===== src/rtl/kbd_edit_ctrl.sv =====
// rtl/kbd_edit_ctrl.sv - keyboard-driven RTC field editor with commit handshake
module kbd_edit_ctrl #(
    parameter logic [7:0] KEY_F   = 8'h2B,
    parameter logic [7:0] KEY_H   = 8'h33,
    parameter logic [7:0] KEY_T   = 8'h2C,
    parameter logic [7:0] KEY_UP  = 8'h75,
    parameter logic [7:0] KEY_DN  = 8'h72,
    parameter logic [7:0] KEY_LT  = 8'h6B,
    parameter logic [7:0] KEY_RT  = 8'h74,
    parameter logic [7:0] KEY_ESC = 8'h76
) (
    input  logic       clk,
    input  logic       reset,
    input  logic [7:0] key_code,
    input  logic       key_new,
    input  logic [7:0] snap_a,
    input  logic [7:0] snap_b,
    input  logic [7:0] snap_c,
    input  logic       wr_ack,
    output logic       rx_en,
    output logic [1:0] mode,
    output logic [1:0] cursor,
    output logic [7:0] f_a,
    output logic [7:0] f_b,
    output logic [7:0] f_c,
    output logic       wr_req,
    output logic       edit_active
);

    typedef enum logic [1:0] {S_IDLE, S_EDIT, S_WRITE} state_t;

    state_t     state_q;
    logic       key_q;
    logic [1:0] mode_q, cursor_q;
    logic [7:0] fa_q, fb_q, fc_q;
    logic       wr_req_q, edit_q, rx_en_q;

    logic       key_evt;
    logic [1:0] letter_mode;
    logic [7:0] sel_v, lim_lo, lim_hi, step_v;

    // Out-of-range or non-BCD values snap to the minimum on the first step.
    function automatic logic [7:0] bcd_step(input logic [7:0] v, input logic [7:0] lo,
                                            input logic [7:0] hi, input logic up);
        logic [7:0] r;
        if (v[7:4] > 4'd9 || v[3:0] > 4'd9 || v < lo || v > hi)
            r = lo;
        else if (up)
            r = (v == hi) ? lo : (v[3:0] == 4'd9) ? {v[7:4] + 4'd1, 4'd0} : {v[7:4], v[3:0] + 4'd1};
        else
            r = (v == lo) ? hi : (v[3:0] == 4'd0) ? {v[7:4] - 4'd1, 4'd9} : {v[7:4], v[3:0] - 4'd1};
        return r;
    endfunction

    assign key_evt = key_new & ~key_q;

    always_comb begin
        letter_mode = 2'd0;
        if (key_code == KEY_H)      letter_mode = 2'd1;
        else if (key_code == KEY_F) letter_mode = 2'd2;
        else if (key_code == KEY_T) letter_mode = 2'd3;

        case (cursor_q)
            2'd0:    sel_v = fa_q;
            2'd1:    sel_v = fb_q;
            default: sel_v = fc_q;
        endcase

        if (mode_q == 2'd2) begin
            case (cursor_q)
                2'd0:    begin lim_lo = 8'h01; lim_hi = 8'h31; end
                2'd1:    begin lim_lo = 8'h01; lim_hi = 8'h12; end
                default: begin lim_lo = 8'h00; lim_hi = 8'h99; end
            endcase
        end else begin
            lim_lo = 8'h00;
            lim_hi = (cursor_q == 2'd0) ? 8'h23 : 8'h59;
        end

        step_v = bcd_step(sel_v, lim_lo, lim_hi, key_code == KEY_UP);
    end

    always_ff @(posedge clk or posedge reset) begin
        if (reset) begin
            state_q  <= S_IDLE;
            key_q    <= 1'b0;
            mode_q   <= 2'd0;
            cursor_q <= 2'd0;
            fa_q     <= 8'h00;
            fb_q     <= 8'h00;
            fc_q     <= 8'h00;
            wr_req_q <= 1'b0;
            edit_q   <= 1'b0;
            rx_en_q  <= 1'b1;
        end else begin
            key_q <= key_new;
            case (state_q)
                S_IDLE: begin
                    if (key_evt && letter_mode != 2'd0) begin
                        mode_q   <= letter_mode;
                        cursor_q <= 2'd0;
                        fa_q     <= (letter_mode == 2'd3) ? 8'h00 : snap_a;
                        fb_q     <= (letter_mode == 2'd3) ? 8'h00 : snap_b;
                        fc_q     <= (letter_mode == 2'd3) ? 8'h00 : snap_c;
                        state_q  <= S_EDIT;
                        edit_q   <= 1'b1;
                    end
                end
                S_EDIT: begin
                    if (key_evt) begin
                        if (key_code == KEY_RT) begin
                            cursor_q <= (cursor_q == 2'd2) ? 2'd0 : cursor_q + 2'd1;
                        end else if (key_code == KEY_LT) begin
                            cursor_q <= (cursor_q == 2'd0) ? 2'd2 : cursor_q - 2'd1;
                        end else if (key_code == KEY_UP || key_code == KEY_DN) begin
                            case (cursor_q)
                                2'd0:    fa_q <= step_v;
                                2'd1:    fb_q <= step_v;
                                default: fc_q <= step_v;
                            endcase
                        end else if (key_code == KEY_ESC) begin
                            state_q <= S_IDLE;
                            mode_q  <= 2'd0;
                            edit_q  <= 1'b0;
                        end else if (letter_mode != 2'd0 && letter_mode == mode_q) begin
                            state_q  <= S_WRITE;
                            wr_req_q <= 1'b1;
                            rx_en_q  <= 1'b0;
                            edit_q   <= 1'b0;
                        end
                    end
                end
                S_WRITE: begin
                    if (wr_ack) begin
                        state_q  <= S_IDLE;
                        wr_req_q <= 1'b0;
                        rx_en_q  <= 1'b1;
                        mode_q   <= 2'd0;
                    end
                end
                default: state_q <= S_IDLE;
            endcase
        end
    end

    assign rx_en       = rx_en_q;
    assign mode        = mode_q;
    assign cursor      = cursor_q;
    assign f_a         = fa_q;
    assign f_b         = fb_q;
    assign f_c         = fc_q;
    assign wr_req      = wr_req_q;
    assign edit_active = edit_q;

endmodule


===== config.mk =====
export PLATFORM = sky130hd
export DESIGN_NAME = kbd_edit_ctrl
export DESIGN_NICKNAME = d
export VERILOG_FILES = /design/src/rtl/kbd_edit_ctrl.sv
export SDC_FILE = /design/constraint.sdc
export NUM_CORES = 1
export LEC_CHECK = 0
export BUFFER_PORTS_ARGS = -buffer_cell sky130_fd_sc_hd__buf_2
export CAP_MARGIN = 5
export CORE_UTILIZATION = 56
export DETAILED_ROUTE_END_ITERATION = 12
export MAX_ROUTING_LAYER = met4
export PLACE_DENSITY = 0.81
export SLEW_MARGIN = 25
export SYNTH_ARGS = -nofsm -noshare
export SYNTH_HDL_FRONTEND = slang
export SYNTH_SLANG_ARGS = --single-unit

===== constraint.sdc =====
create_clock -name clk -period 5 [get_ports clk]
set_input_delay 0.5 -clock clk [delete_from_list [all_inputs] [get_ports clk]]
set_output_delay 0.5 -clock clk [all_outputs]
set_load 0.01 [all_outputs]

=== Yosys cells after proc, flatten, opt, wreduce, memory -nomap -nowiden ===
Cells that the tools add are included.

* Register bits: 34
* Bits of input ports: 36
* Output and inout bits: 31
* Logic and storage cells: 162

* $add $sub $neg: 6
* Order comparisons: 4
* Eq/ne operators: 33
* Multiplexer cells: 85
* Bitwise operators: 2
* Reduce and logical (&&, ||, !) cells: 22

{| class="wikitable"
|+ Operators with widths
! kind !! count
|-
| $mux W8 || 29
|-
| $pmux W8 S2 || 5
|-
| $mux W2 || 23
|-
| $eq A8 B7 Y1 const B || 5
|-
| $reduce_and A7 Y1 || 5
|-
| $eq A8 B6 Y1 const B || 3
|-
| $ne A2 B2 Y1 const B || 12
|-
| $mux W1 || 21
|-
| $eq A8 B8 Y1 || 2
|-
| $reduce_and A8 Y1 || 2
|-
| $pmux W2 S3 || 2
|-
| $add A4 B1 Y4 const B || 2
|-
| $eq A2 B2 Y1 const B || 4
|-
| $gt A4 B4 Y1 const B || 2
|-
| $gt A8 B8 Y1 || 1
|-
| $lt A8 B8 Y1 || 1
|-
| $sub A4 B1 Y4 const B || 2
|-
| $mux W7 || 1
|-
| $ne A3 B3 Y1 const B || 2
|-
| $pmux W1 S2 || 3
|-
| $reduce_bool A2 Y1 || 3
|-
| $eq A2 B1 Y1 const B || 2
|-
| $eq A4 B4 Y1 const B || 1
|-
| $logic_not A2 Y1 || 2
|-
| other kinds (13) || 17
|}

=== Logic depth before layout (Yosys ltp) ===
Gate-level depths: netlist of the first run.

* Depth after elaboration: 14
* Depth in mapped cells: 16
* Depth with buffers taken out: 14

=== Worst setup path after synthesis of the first run ===
OpenSTA, ideal clock, no wires.

* Kind: flip-flop to flip-flop
* From: register cursor_q[0], in the netlist cursor[0]
* To: register fc_q[1], in the netlist f_c[1]
* Setup time: 0.081 ns
* Arrival: 3.302 ns
* Data required time: 4.919 ns
* Setup slack: 1.616 ns
* Cell stages (with the launch flop): 16
* Buffers on the path: 2
* Period minus slack after synthesis: 3.384 ns
* Cells stage by stage: dfrtp_1 > inv_1 > ha_1 > and2b_1 > buf_2 > o21a_1 > nor2_1 > inv_2 > clkbuf_1 > ha_1 > nand2_1 > a221o_1 > or4_4 > a31oi_2 > o211ai_2 > a31oi_2

* Cells in the longest elaborated chain, start to end: 14
* Elaborated cells between the ends (all ways): 36
* Classes of those cells: 2 x add/sub; 4 x order compare; 5 x eq/ne; 18 x mux; 7 x reduce/logical

{| class="wikitable"
|+ Ends and longest elaborated chain
! item !! line !! text
|-
| from (decl) || 34 || <nowiki>logic [1:0] mode_q, cursor_q;</nowiki>
|-
| from (signal assigned) || 112 || <nowiki>cursor_q <= (cursor_q == 2'd2) ? 2'd0 : cursor_q + 2'd1;</nowiki>
|-
| from (signal assigned) || 114 || <nowiki>cursor_q <= (cursor_q == 2'd0) ? 2'd2 : cursor_q - 2'd1;</nowiki>
|-
| $eq A2 B1 Y1 / $logic_not A2 Y1 (equally long branches) || -- ||
|-
| $reduce_or A2 Y1 (no source line) || -- ||
|-
| $mux W1 || 70 || <nowiki>case (cursor_q)</nowiki>
|-
| $mux W8 || 69 || <nowiki>if (mode_q == 2'd2) begin</nowiki>
|-
| $lt A8 B8 Y1 / $eq A8 B8 Y1 (equally long branches) || 46, 51 ||
|-
| $logic_or A1 B1 Y1 / $mux W8 (equally long branches) || 46, 51 ||
|-
| $logic_or A1 B1 Y1 / $mux W8 (equally long branches) || 46, 48 ||
|-
| $mux W8 || 46 || <nowiki>if (v[7:4] > 4'd9 || v[3:0] > 4'd9 || v < lo || v > hi)</nowiki>
|-
| $mux W8 || 116 || <nowiki>case (cursor_q)</nowiki>
|-
| $mux W8 || 115 || <nowiki>end else if (key_code == KEY_UP || key_code == KEY_DN) begin</nowiki>
|-
| $mux W8 || 113 || <nowiki>end else if (key_code == KEY_LT) begin</nowiki>
|-
| $mux W8 || 111 || <nowiki>if (key_code == KEY_RT) begin</nowiki>
|-
| $mux W8 || 110 || <nowiki>if (key_evt) begin</nowiki>
|-
| $pmux W8 S2 || 97 || <nowiki>case (state_q)</nowiki>
|-
| to (signal assigned) || 104 || <nowiki>fc_q <= (letter_mode == 2'd3) ? 8'h00 : snap_c;</nowiki>
|-
| to (signal assigned) || 119 || <nowiki>default: fc_q <= step_v;</nowiki>
|-
| to (decl) || 35 || <nowiki>logic [7:0] fa_q, fb_q, fc_q;</nowiki>
|}

Parallel ways exist; a longest one is shown, timed or not. The select of a mux whose other input is x is not followed.
A chain may end at the register's enable or synchronous reset.

=== Worst setup path after layout of the first run ===
* From: register cursor_q[1], in the netlist cursor[1]
* To: register fb_q[0], in the netlist f_b[0]

* Cells in the longest elaborated chain, start to end: 14
* Elaborated cells between the ends (all ways): 36
* Classes of those cells: 2 x add/sub; 4 x order compare; 5 x eq/ne; 18 x mux; 7 x reduce/logical

{| class="wikitable"
|+ Ends and longest elaborated chain
! item !! line !! text
|-
| $eq A2 B1 Y1 / $logic_not A2 Y1 (equally long branches) || -- ||
|-
| $reduce_or A2 Y1 (no source line) || -- ||
|-
| $mux W1 || 70 ||
|-
| $mux W8 || 69 ||
|-
| $lt A8 B8 Y1 / $eq A8 B8 Y1 (equally long branches) || 46, 51 ||
|-
| $logic_or A1 B1 Y1 / $mux W8 (equally long branches) || 46, 51 ||
|-
| $logic_or A1 B1 Y1 / $mux W8 (equally long branches) || 46, 48 ||
|-
| $mux W8 || 46 ||
|-
| $mux W8 || 116 ||
|-
| $mux W8 || 115 ||
|-
| $mux W8 || 113 ||
|-
| $mux W8 || 111 ||
|-
| $mux W8 || 110 ||
|-
| $pmux W8 S2 || 97 ||
|-
| to (signal assigned) || 103 || <nowiki>fb_q <= (letter_mode == 2'd3) ? 8'h00 : snap_b;</nowiki>
|-
| to (signal assigned) || 118 || <nowiki>2'd1: fb_q <= step_v;</nowiki>
|-
| to (decl) || 35 ||
|}

Parallel ways exist; a longest one is shown, timed or not. The select of a mux whose other input is x is not followed.

==> results of run 1 <==
-- cells in the mapped netlist, types with 3 or more instances --
cell type | instances | share of area [%]
a31oi_1 | 7 | 1.4
nor3_1 | 4 | 0.62
o21a_1 | 5 | 1.2
or3_1 | 12 | 2.3
a31o_2 | 3 | 0.81
and3_1 | 4 | 0.77
inv_1 | 16 | 1.9
clkbuf_1 | 8 | 0.93
o21ai_1 | 17 | 2.6
and2_1 | 12 | 2.3
o21ai_0 | 21 | 3.2
nand2_1 | 39 | 4.5
a211oi_1 | 7 | 1.6
nor2b_1 | 11 | 2.1
a2bb2oi_1 | 4 | 1.1
mux2i_1 | 12 | 3.7
nand4_1 | 11 | 2.1
nand3b_1 | 8 | 1.9
nand2b_1 | 7 | 1.4
dfrtp_1 | 33 | 25
o22ai_1 | 3 | 0.58
buf_2 | 6 | 0.93
o211ai_1 | 5 | 1.2
a21oi_1 | 36 | 5.6
ha_1 | 19 | 7.3
o2111ai_1 | 3 | 0.81
a21o_1 | 3 | 0.69
nor4_1 | 3 | 0.58
nand3_1 | 11 | 1.7
o22a_1 | 3 | 0.81
nor2_1 | 39 | 4.5
-- flip-flops by register name, indices dropped and copies added, names as in the netlist --
signal / count
key_q: 1
f_b: 8
wr_req: 1
state_q: 2
f_c: 8
mode: 2
edit_active: 1
f_a: 8
cursor: 2
rx_en: 1
-- stage by stage --
step           std cells  setup WS (ns)  power [mW]  hold WS, ns
2_1_floorplan        418           1.62        2.05        0.527
3_3_place_gp         543          0.986        2.58        0.515
3_5_place_dp         543          0.796        2.60        0.514
4_1_cts              551          0.748        2.83        0.296
5_1_grt              551          0.336        3.10        0.340
6_report             551          0.625        2.88        0.289
-- worst max-delay path, delay by kind of cell (launching register included) --
kind                       cells  cell delay [ns]
buffers and inverters          2             0.25
DFF                            1             0.40
and+or+nand+nor                7             1.98
AOI/OAI and AO/OA              3             0.89
adders and majority gates      2             0.73
-- cells by family (layout without fill, tap and decap cells) --
logic type | after synthesis | count (layout) | synth area share, %
compound gates | 138 | 138 | 27.8
fa+ha+maj | 19 | 19 | 7.34
buf+inv | 34 | 95 | 4.29
mux | 15 | 15 | 4.75
xor+xnor | 2 | 2 | 0.541
simple gates | 176 | 176 | 29.0
flops | 34 | 34 | 26.3
-- layout by cell type, fill, tap and decap left out, drive strengths merged, types with 4 or more instances in the layout --
cell type,count
a21oi,36
dfrtp,33
o21a,5
a31oi,9
nor2b,11
a31o,5
o211ai,6
or3,12
buf,70
o21ai,38
nor2,39
ha,19
a2bb2oi,4
nand2b,7
and3,4
and2,12
nand4,11
nand3b,8
nand2,39
mux2i,12
nand3,13
nor3,5
inv,17
a211oi,7
clkbuf,6
-- worst paths after layout --
path                                           end  slack (ns)  depth (start not counted)
worst max register to register  f_b[0]$_DFFE_PP0P_        0.62                         14
worst min register to register   rx_en$_DFFE_PP1P_        0.53                          1
worst max-delay path            f_b[0]$_DFFE_PP0P_        0.62                         14
worst min-delay path            wr_req$_DFFE_PP0P_        0.29                          3
max in group asynchronous        rx_en$_DFFE_PP1P_        4.38                          3
min in group clk                   key_q$_DFF_PP0_        0.34                          1
-- power by group --
group	leakage (nW)	switching, mW	internal [mW]	total [mW]
sequential	0.417	0.0983	0.383	0.481
clock	0.0472	0.109	0.111	0.219
combinational	1.20	1.40	0.777	2.18
-- area by class of cell --
| cell class | instances | area [um2] | area share [%] |
|---|---|---|---|
| Inverter | 17 | 63.8 | 1.72 |
| Tap cell | 72 | 90.1 | 2.43 |
| Clock buffer | 6 | 82.6 | 2.23 |
| Timing Repair Buffer | 70 | 360 | 9.71 |
| Multi-Input combinational cell | 350 | 2250 | 60.6 |
| Clock inverter | 2 | 12.5 | 0.337 |
| Sequential cell | 34 | 852 | 23.0 |
-- routing by layer --
metal,vias up,share of wire [%],GRT usage [%]
met5,-,0,-
met1,1680,41,40.1
met2,192,49,55.6
li1,1667,-,-
met3,35,6.7,5.00
met4,0,3.2,15.0
==> reports/results.tsv, run 1 <==
metric	value	unit
ys_seq_elements	34	
ctsRootBufferMaster	clkbuf_8	
grt_pass1_wl	15.6	mm
grt_antenna_before_repair	0	
gp_congestion	0.928	
path_class	flip-flop to flip-flop	
setup_viol	0	
worst_slew_pin_slew	0.706	ns
path_clk_slew	0.07	ns
drive_above_1_share	20.0	%
drv_cap	0	
hold_viol_final	0	
hold_path.class	input port to asynchronous set/reset pin	
die_area	6090	um2
clockBufferDepth	2	
fin_crit_sh	87.5	%
setup_tns	0	ns
wl_per_cell	17.8	um
cp_slowest_stage_delay	0.63	ns
io_buffers	66	
num_vias	3574	
fmax	229	MHz
gr-total-overflow	0	
startpoint	cursor[1]$_DFFE_PP0P_	
synth.net_count	473	
synth_seq_area_share	26.3	%
relSlewSlack	52.5	%
syn-mean-instance-area	7.75	um2
ant_nets	0	
fillers	503	
cts_buffers	5	
power.density	775	nW/um2
timing.rr.start	cursor[1]$_DFFE_PP0P_	
status	finished, final reports clean	
cts_tree	yes	
dieWidth	78.1	um
ys_warn_count	0	
synth_top_flop_cell	dfrtp_1	
dp_hpwl	7.49	mm
initial_core_util	58.5	%
core_area	5540	um2
worstSetupEndpointType	flip-flop	
path_max_fanout	23	
crit_chain	inv_1 -> ha_1 -> and2b_1 -> o21ai_0 -> nand2_1 -> inv_1 -> ha_1 -> nand2_1 -> nor2_1 -> o21ai_0 -> or3_1 -> nand3_1 -> nor4b_2 -> o21ai_1	
diodes	0	
clock_latency	0.30	ns
fp.dieH	78.1	um
critPathLaunchType	flip-flop	
dr.pass1.iters	5	
finalInstanceArea	3710	um2
period_needed	4.38	ns
final_util	67.0	%
clock_sinks	34	
syn_area	3240	um2
ctsHoldBuffers	0	
ys_types	66	
vias_per_cell	6.49	
final_nets	533	
cts_setup_buffers	0	
drc_errors	0	
synth_edf_count	0	
report.final.slew_viol_count	0	
htree_num_levels	2	
std_cell_rows	27	
grt_pass1_vias	3297	
critPathRequiredTime	5.17	ns
syn_inst	418	
ctsResizeCount	0	
fin_skew	0.00209	ns
rsz0062_at_grt	false	
io_pins	67	
grt_max_degree	35	
arrival	4.55	ns
drt-total-wl	9.79	mm
area_delta_synth_final	14.5	%
worst_ir_drop_vdd	0.000404	V
leakage	1.67	nW
first_iter_violations	285	
cp_slowest_cell	o21ai_0	
async_reset_ff_share	100	%
place_area	3620	um2
track_usage	33.4	%
(Power assumes the default switching activity.)
==> run 2, diff against run 1 <==
Settings changed: CORE_UTILIZATION 56 to 51, PLACE_DENSITY 0.81 to 0.78.
Clock period 5 ns to 3.9 ns, I/O delays scaled along.
==> run 2 against run 1 <==
Compared with the run above: critical path depth increased by 2; sequential power increased by 29%; total power increased by 32%; hold slack got worse by 0.17 ns; die area increased by 9.5%; clock-buffer cell count increased by 1; combinational power increased by 33%; largest cell class unchanged.
==> reports/results.tsv, run 2 (synthesis results as in run 1) <==
metric	value	unit	change
status	finished, final reports clean		
fp.dieH	81.7	um	+4.7%
cts_tree	yes		
arrival	3.86	ns	-0.69 ns
final_common_cell	buf_2		
drt-total-wl	10.0	mm	+2.5%
wl_met1	4.65	mm	+16%
diodes	0		unchanged
grt_pass1_wl	15.5	mm	-0.66%
path_class	flip-flop to flip-flop		
ctsRootBufferMaster	clkbuf_8		
dr.pass1.iters	5		unchanged
worst_ir_drop_vdd	0.000493	V	+22%
fin_crit_sh	93.6	%	+6.1 points
track_usage	31.8	%	-1.6 points
initial_core_util	53.8	%	-4.7 points
dieWidth	81.7	um	+4.7%
io_buffers	66		unchanged
wl_per_cell	17.9	um	+0.49%
ant_nets	0		unchanged
dp_slack	0.327	ns	-0.469 ns
grt_pass1_vias	3107		-5.8%
report.final.slew_viol_count	0		unchanged
worst_slew_pin_slew	0.709	ns	+0.00331 ns
ctsResizeCount	0		unchanged
worstSetupEndpointType	flip-flop		
crit_chain	inv_1 -> ha_1 -> buf_4 -> or2_1 -> nor2_1 -> nor2_2 -> inv_2 -> ha_1 -> nand4_1 -> nor2_1 -> o21ai_0 -> or3_1 -> nand3_1 -> buf_4 -> o211ai_1 -> a31oi_1		
drive_above_1_share	21.8	%	+1.7 points
cp_slowest_stage_delay	0.40	ns	-0.23 ns
hold_path.class	input port to asynchronous set/reset pin		
drv_cap	0		unchanged
dp_hpwl	7.88	mm	+5.2%
fin_ws	0.249	ns	-0.376 ns
power.density	1010	nW/um2	+30%
hold_viol_final	0		unchanged
period_needed	3.65	ns	-0.724 ns
final_nets	541		+1.5%
first_iter_violations	430		+51%
cp_slowest_cell	dfrtp_1		
power	3.80	mW	+32%
critPathRequiredTime	4.11	ns	-1.06 ns
core_area	6030	um2	+8.8%
num_vias	3572		-0.056%
gp_congestion	0.973		+4.8%
area_delta_synth_final	16.6	%	
setup_viol	0		unchanged
gr-total-overflow	0		unchanged
clock_sinks	34		unchanged
vias_per_cell	6.36		-2.0%
path_max_fanout	22		-4.3%
final_cell_mix	66 x buf_2, 39 x nand2_1, 38 x nor2_1		
dr_wl_met2	4.35	mm	-9.3%
startpoint	cursor[0]$_DFFE_PP0P_		
regToRegSetupSlack	0.25	ns	-0.38 ns
top_layer	met4		
clockBufferDepth	2		unchanged
io_pins	67		unchanged
grt_max_degree	25		-29%
cts_buffers	5		unchanged
path_clk_slew	0.07	ns	about the same
drc_errors	0		unchanged
critPathLaunchType	flip-flop		
fin_skew	0.00448	ns	+0.00239 ns
std_cell_rows	28		+3.7%
leakage	1.71	nW	+2.4%
rsz0062_at_grt	false		
cts_setup_buffers	0		unchanged
setup_tns	0	ns	unchanged
die_area	6680	um2	+9.5%
ctsHoldBuffers	0		unchanged
fmax	274	MHz	+20%
relSlewSlack	52.3	%	-0.16 points
clock_latency	0.29	ns	about the same
htree_num_levels	2		unchanged
wl_met3	792	um	+20%
grt_antenna_before_repair	0		unchanged
timing.rr.start	cursor[0]$_DFFE_PP0P_		
## run 2: changes by cell type in the layout (fill, tap and decap cells not counted)
cell,previous run,this run
and2b_1,1,0
and2b_2,0,1
buf_4,4,12
clkbuf_1,0,1
clkinvlp_4,1,0
nor2_1,39,38
nor2_2,0,1
nor3_1,4,3
nor3_2,1,2
## run 2: cell type report
| type | count | area [um2] |
|---|---|---|
| timing repair buffer | 78 | 420 |
| fill | 527 | 2250 |
| multi-input combinational | 350 | 2260 |
| tap | 75 | 93.8 |
| inverter | 17 | 63.8 |
| clock buffer | 7 | 86.3 |
| sequential | 34 | 852 |
| clock inverter | 1 | 5.00 |
## run 2: layer usage
metal	GRT usage, %	up-vias
met5	-	-
met3	4.11	30
met2	46.7	185
li1	-	1691
met1	45.3	1666
met4	9.82	0
## run 2: final timing paths
path                                            to  cells after the start
max reg2reg                     f_b[6]$_DFFE_PP0P_                     16
min                             f_b[1]$_DFFE_PP0P_                      2
max in group asynchronous        rx_en$_DFFE_PP1P_                      3
min in group clk                   key_q$_DFF_PP0_                      1
min reg2reg                edit_active$_DFFE_PP0P_                      2
max                             f_b[6]$_DFFE_PP0P_                     16
## run 2: worst max-delay path: cells and delay by family, from the launching register on
kind                     cells  cell delay (ns)
AO/OA/AOI/OAI                3             0.63
adder cells (fa/ha/maj)      2             0.40
buffers and inverters        4             0.70
flip-flops                   1             0.40
AND/OR/NAND/NOR              7             1.42
## run 2: power by group
group          leakage [nW]  internal (mW)  switching (mW)
Sequential            0.417          0.491           0.131
Combinational          1.24           1.07            1.84
Clock                0.0482          0.142           0.128
## run 2: metrics by stage
stage	instances	util (%)	cell area (um2)	hold WS, ns
after detailed placement	554	61.1	3680	0.433
final	562	62.7	3780	0.117
after CTS	562	62.6	3770	0.121
after global routing	562	62.7	3780	0.142
after floorplan	418	-	3240	0.421
after global placement	554	61.1	3680	0.435
==> run 3, diff against run 2 <==
Settings changed: PLACE_DENSITY 0.78 to 0.86.
==> run 3 against run 2 <==
Compared with the run above: via count is 2.8% higher; non-clock buffer count is 2 higher; first-iteration DRC count is 36% lower; critical path depth is 1 lower; hold slack worse by 0.046 ns; combinational power is 1% higher; die area stayed put; largest cell class unchanged.
==> reports/results.tsv, run 3 (synthesis results as in run 1) <==
metric	value	unit	change
status	finished, final reports clean		
worst_slew_pin_slew	0.644	ns	-0.0652 ns
area_delta_synth_final	17.1	%	
grt_pass1_wl	15.5	mm	-0.18%
setup_viol	0		unchanged
first_iter_violations	274		-36%
path_max_fanout	16		-27%
fin_skew	0.00754	ns	+0.00306 ns
num_vias	3673		+2.8%
final_cell_mix	66 x buf_2, 39 x nand2_1, 39 x nor2_1		
grt_max_degree	25		unchanged
core_area	6030	um2	unchanged
grt_pass1_vias	3247		+4.5%
gr-total-overflow	0		unchanged
ctsRootBufferMaster	clkbuf_8		
cp_slowest_cell	dfrtp_1		
critPathLaunchType	flip-flop		
fp.dieH	81.7	um	unchanged
cts_tree	yes		
report.final.slew_viol_count	0		unchanged
final_nets	543		+0.37%
vias_per_cell	6.51		+2.5%
htree_num_levels	2		unchanged
diodes	0		unchanged
leakage	1.72	nW	+0.54%
initial_core_util	53.8	%	unchanged
fin_crit_sh	94.0	%	+0.40 points
ant_nets	0		unchanged
fmax	273	MHz	-0.42%
hold_viol_final	0		unchanged
final_common_cell	buf_2		
clock_sinks	34		unchanged
dp_hpwl	7.99	mm	+1.4%
ctsHoldBuffers	0		unchanged
grt_antenna_before_repair	0		unchanged
setup_tns	0	ns	unchanged
cts_buffers	5		unchanged
arrival	3.87	ns	about the same
track_usage	31.5	%	-0.31 points
path_class	flip-flop to flip-flop		
worst_ir_drop_vdd	0.000590	V	+20%
fin_ws	0.233	ns	-0.0155 ns
wl_per_cell	18.0	um	+0.64%
drc_errors	0		unchanged
drt-total-wl	10.1	mm	+1.0%
clockBufferDepth	2		unchanged
io_buffers	66		unchanged
dp_slack	0.175	ns	-0.152 ns
rsz0062_at_grt	false		
dr.pass1.iters	5		unchanged
worstSetupEndpointType	flip-flop		
io_pins	67		unchanged
period_needed	3.67	ns	+0.0155 ns
crit_chain	inv_1 -> ha_1 -> and2b_1 -> o21a_1 -> nor2_1 -> inv_2 -> ha_1 -> nand4_1 -> nor2_1 -> o21ai_0 -> or3_1 -> nand3_1 -> buf_4 -> o211ai_1 -> a31oi_1		
hold_path.class	input port to asynchronous set/reset pin		
cp_slowest_stage_delay	0.37	ns	-0.03 ns
dieWidth	81.7	um	unchanged
gp_congestion	0.975		+0.23%
drv_cap	0		unchanged
path_clk_slew	0.07	ns	about the same
critPathRequiredTime	4.10	ns	about the same
power.density	1010	nW/um2	+0.70%
die_area	6680	um2	unchanged
relSlewSlack	57.1	%	+4.8 points
std_cell_rows	28		unchanged
clock_latency	0.29	ns	about the same
drive_above_1_share	21.9	%	+0.12 points
-- run 3: layout make-up --
| cell class | count | area (um2) |
|---|---|---|
| clock buffers | 6 | 82.6 |
| clock inverters | 2 | 12.5 |
| fillers | 527 | 2230 |
| inverters | 17 | 63.8 |
| multi-input cells | 350 | 2250 |
| flip-flops and latches | 34 | 852 |
| well taps | 75 | 93.8 |
| repair buffers | 80 | 435 |
-- run 3: path summary, 6_finish.rpt --
check | startpoint | endpoint | slack (ns) | cells after the start
min in group clk | key_new | key_q$_DFF_PP0_ | 0.25 | 1
worst min-delay path | reset | wr_req$_DFFE_PP0P_ | 0.07 | 2
worst max-delay path | cursor[1]$_DFFE_PP0P_ | f_b[6]$_DFFE_PP0P_ | 0.23 | 15
worst min register to register | rx_en$_DFFE_PP1P_ | rx_en$_DFFE_PP1P_ | 0.52 | 1
worst max register to register | cursor[1]$_DFFE_PP0P_ | f_b[6]$_DFFE_PP0P_ | 0.23 | 15
max in group asynchronous | reset | f_c[2]$_DFFE_PP0P_ | 3.16 | 3
-- run 3: where the power goes --
| group | internal (mW) | leakage (nW) | switching [mW] |
|---|---|---|---|
| Clock | 0.142 | 0.0472 | 0.134 |
| Combinational | 1.10 | 1.25 | 1.85 |
| Sequential | 0.491 | 0.417 | 0.131 |
-- run 3: through the flow --
| step | area, um2 | instances | hold WS (ns) | power, mW | util (%) |
|---|---|---|---|---|---|
| floorplan | 3240 | 418 | 0.421 | 2.62 | - |
| global placement | 3690 | 556 | 0.392 | 3.44 | 61.3 |
| detailed placement | 3690 | 556 | 0.388 | 3.48 | 61.3 |
| CTS | 3790 | 564 | 0.0789 | 3.77 | 62.9 |
| global route | 3790 | 564 | 0.0958 | 4.13 | 63.0 |
| finish | 3790 | 564 | 0.0710 | 3.84 | 63.0 |
-- run 3: routing by layer --
layer  global-route usage [%]  vias up  wire [um]
li1                         -     1691          -
met1                     36.9     1736       3910
met2                     54.1      211       5170
met3                     5.56       35        762
met4                     10.9        0        296
met5                        -        -          0
-- run 3: timing repair --
| item | 4_1_cts | 5_1_grt |
|---|---|---|
| setup endpoints to repair | 0 | 3 |
| buffers inserted | 0 | 0 |
| gates resized for setup | 0 | 1 |
-- run 3: critical path: cells and delay by family (launching register included) --
| family | cells | cell delay (ns) |
|---|---|---|
| and+or+nand+nor | 6 | 1.33 |
| AOI/OAI and AO/OA | 4 | 0.84 |
| adders and majority gates | 2 | 0.58 |
| buffers and inverters | 3 | 0.46 |
| DFF | 1 | 0.37 |
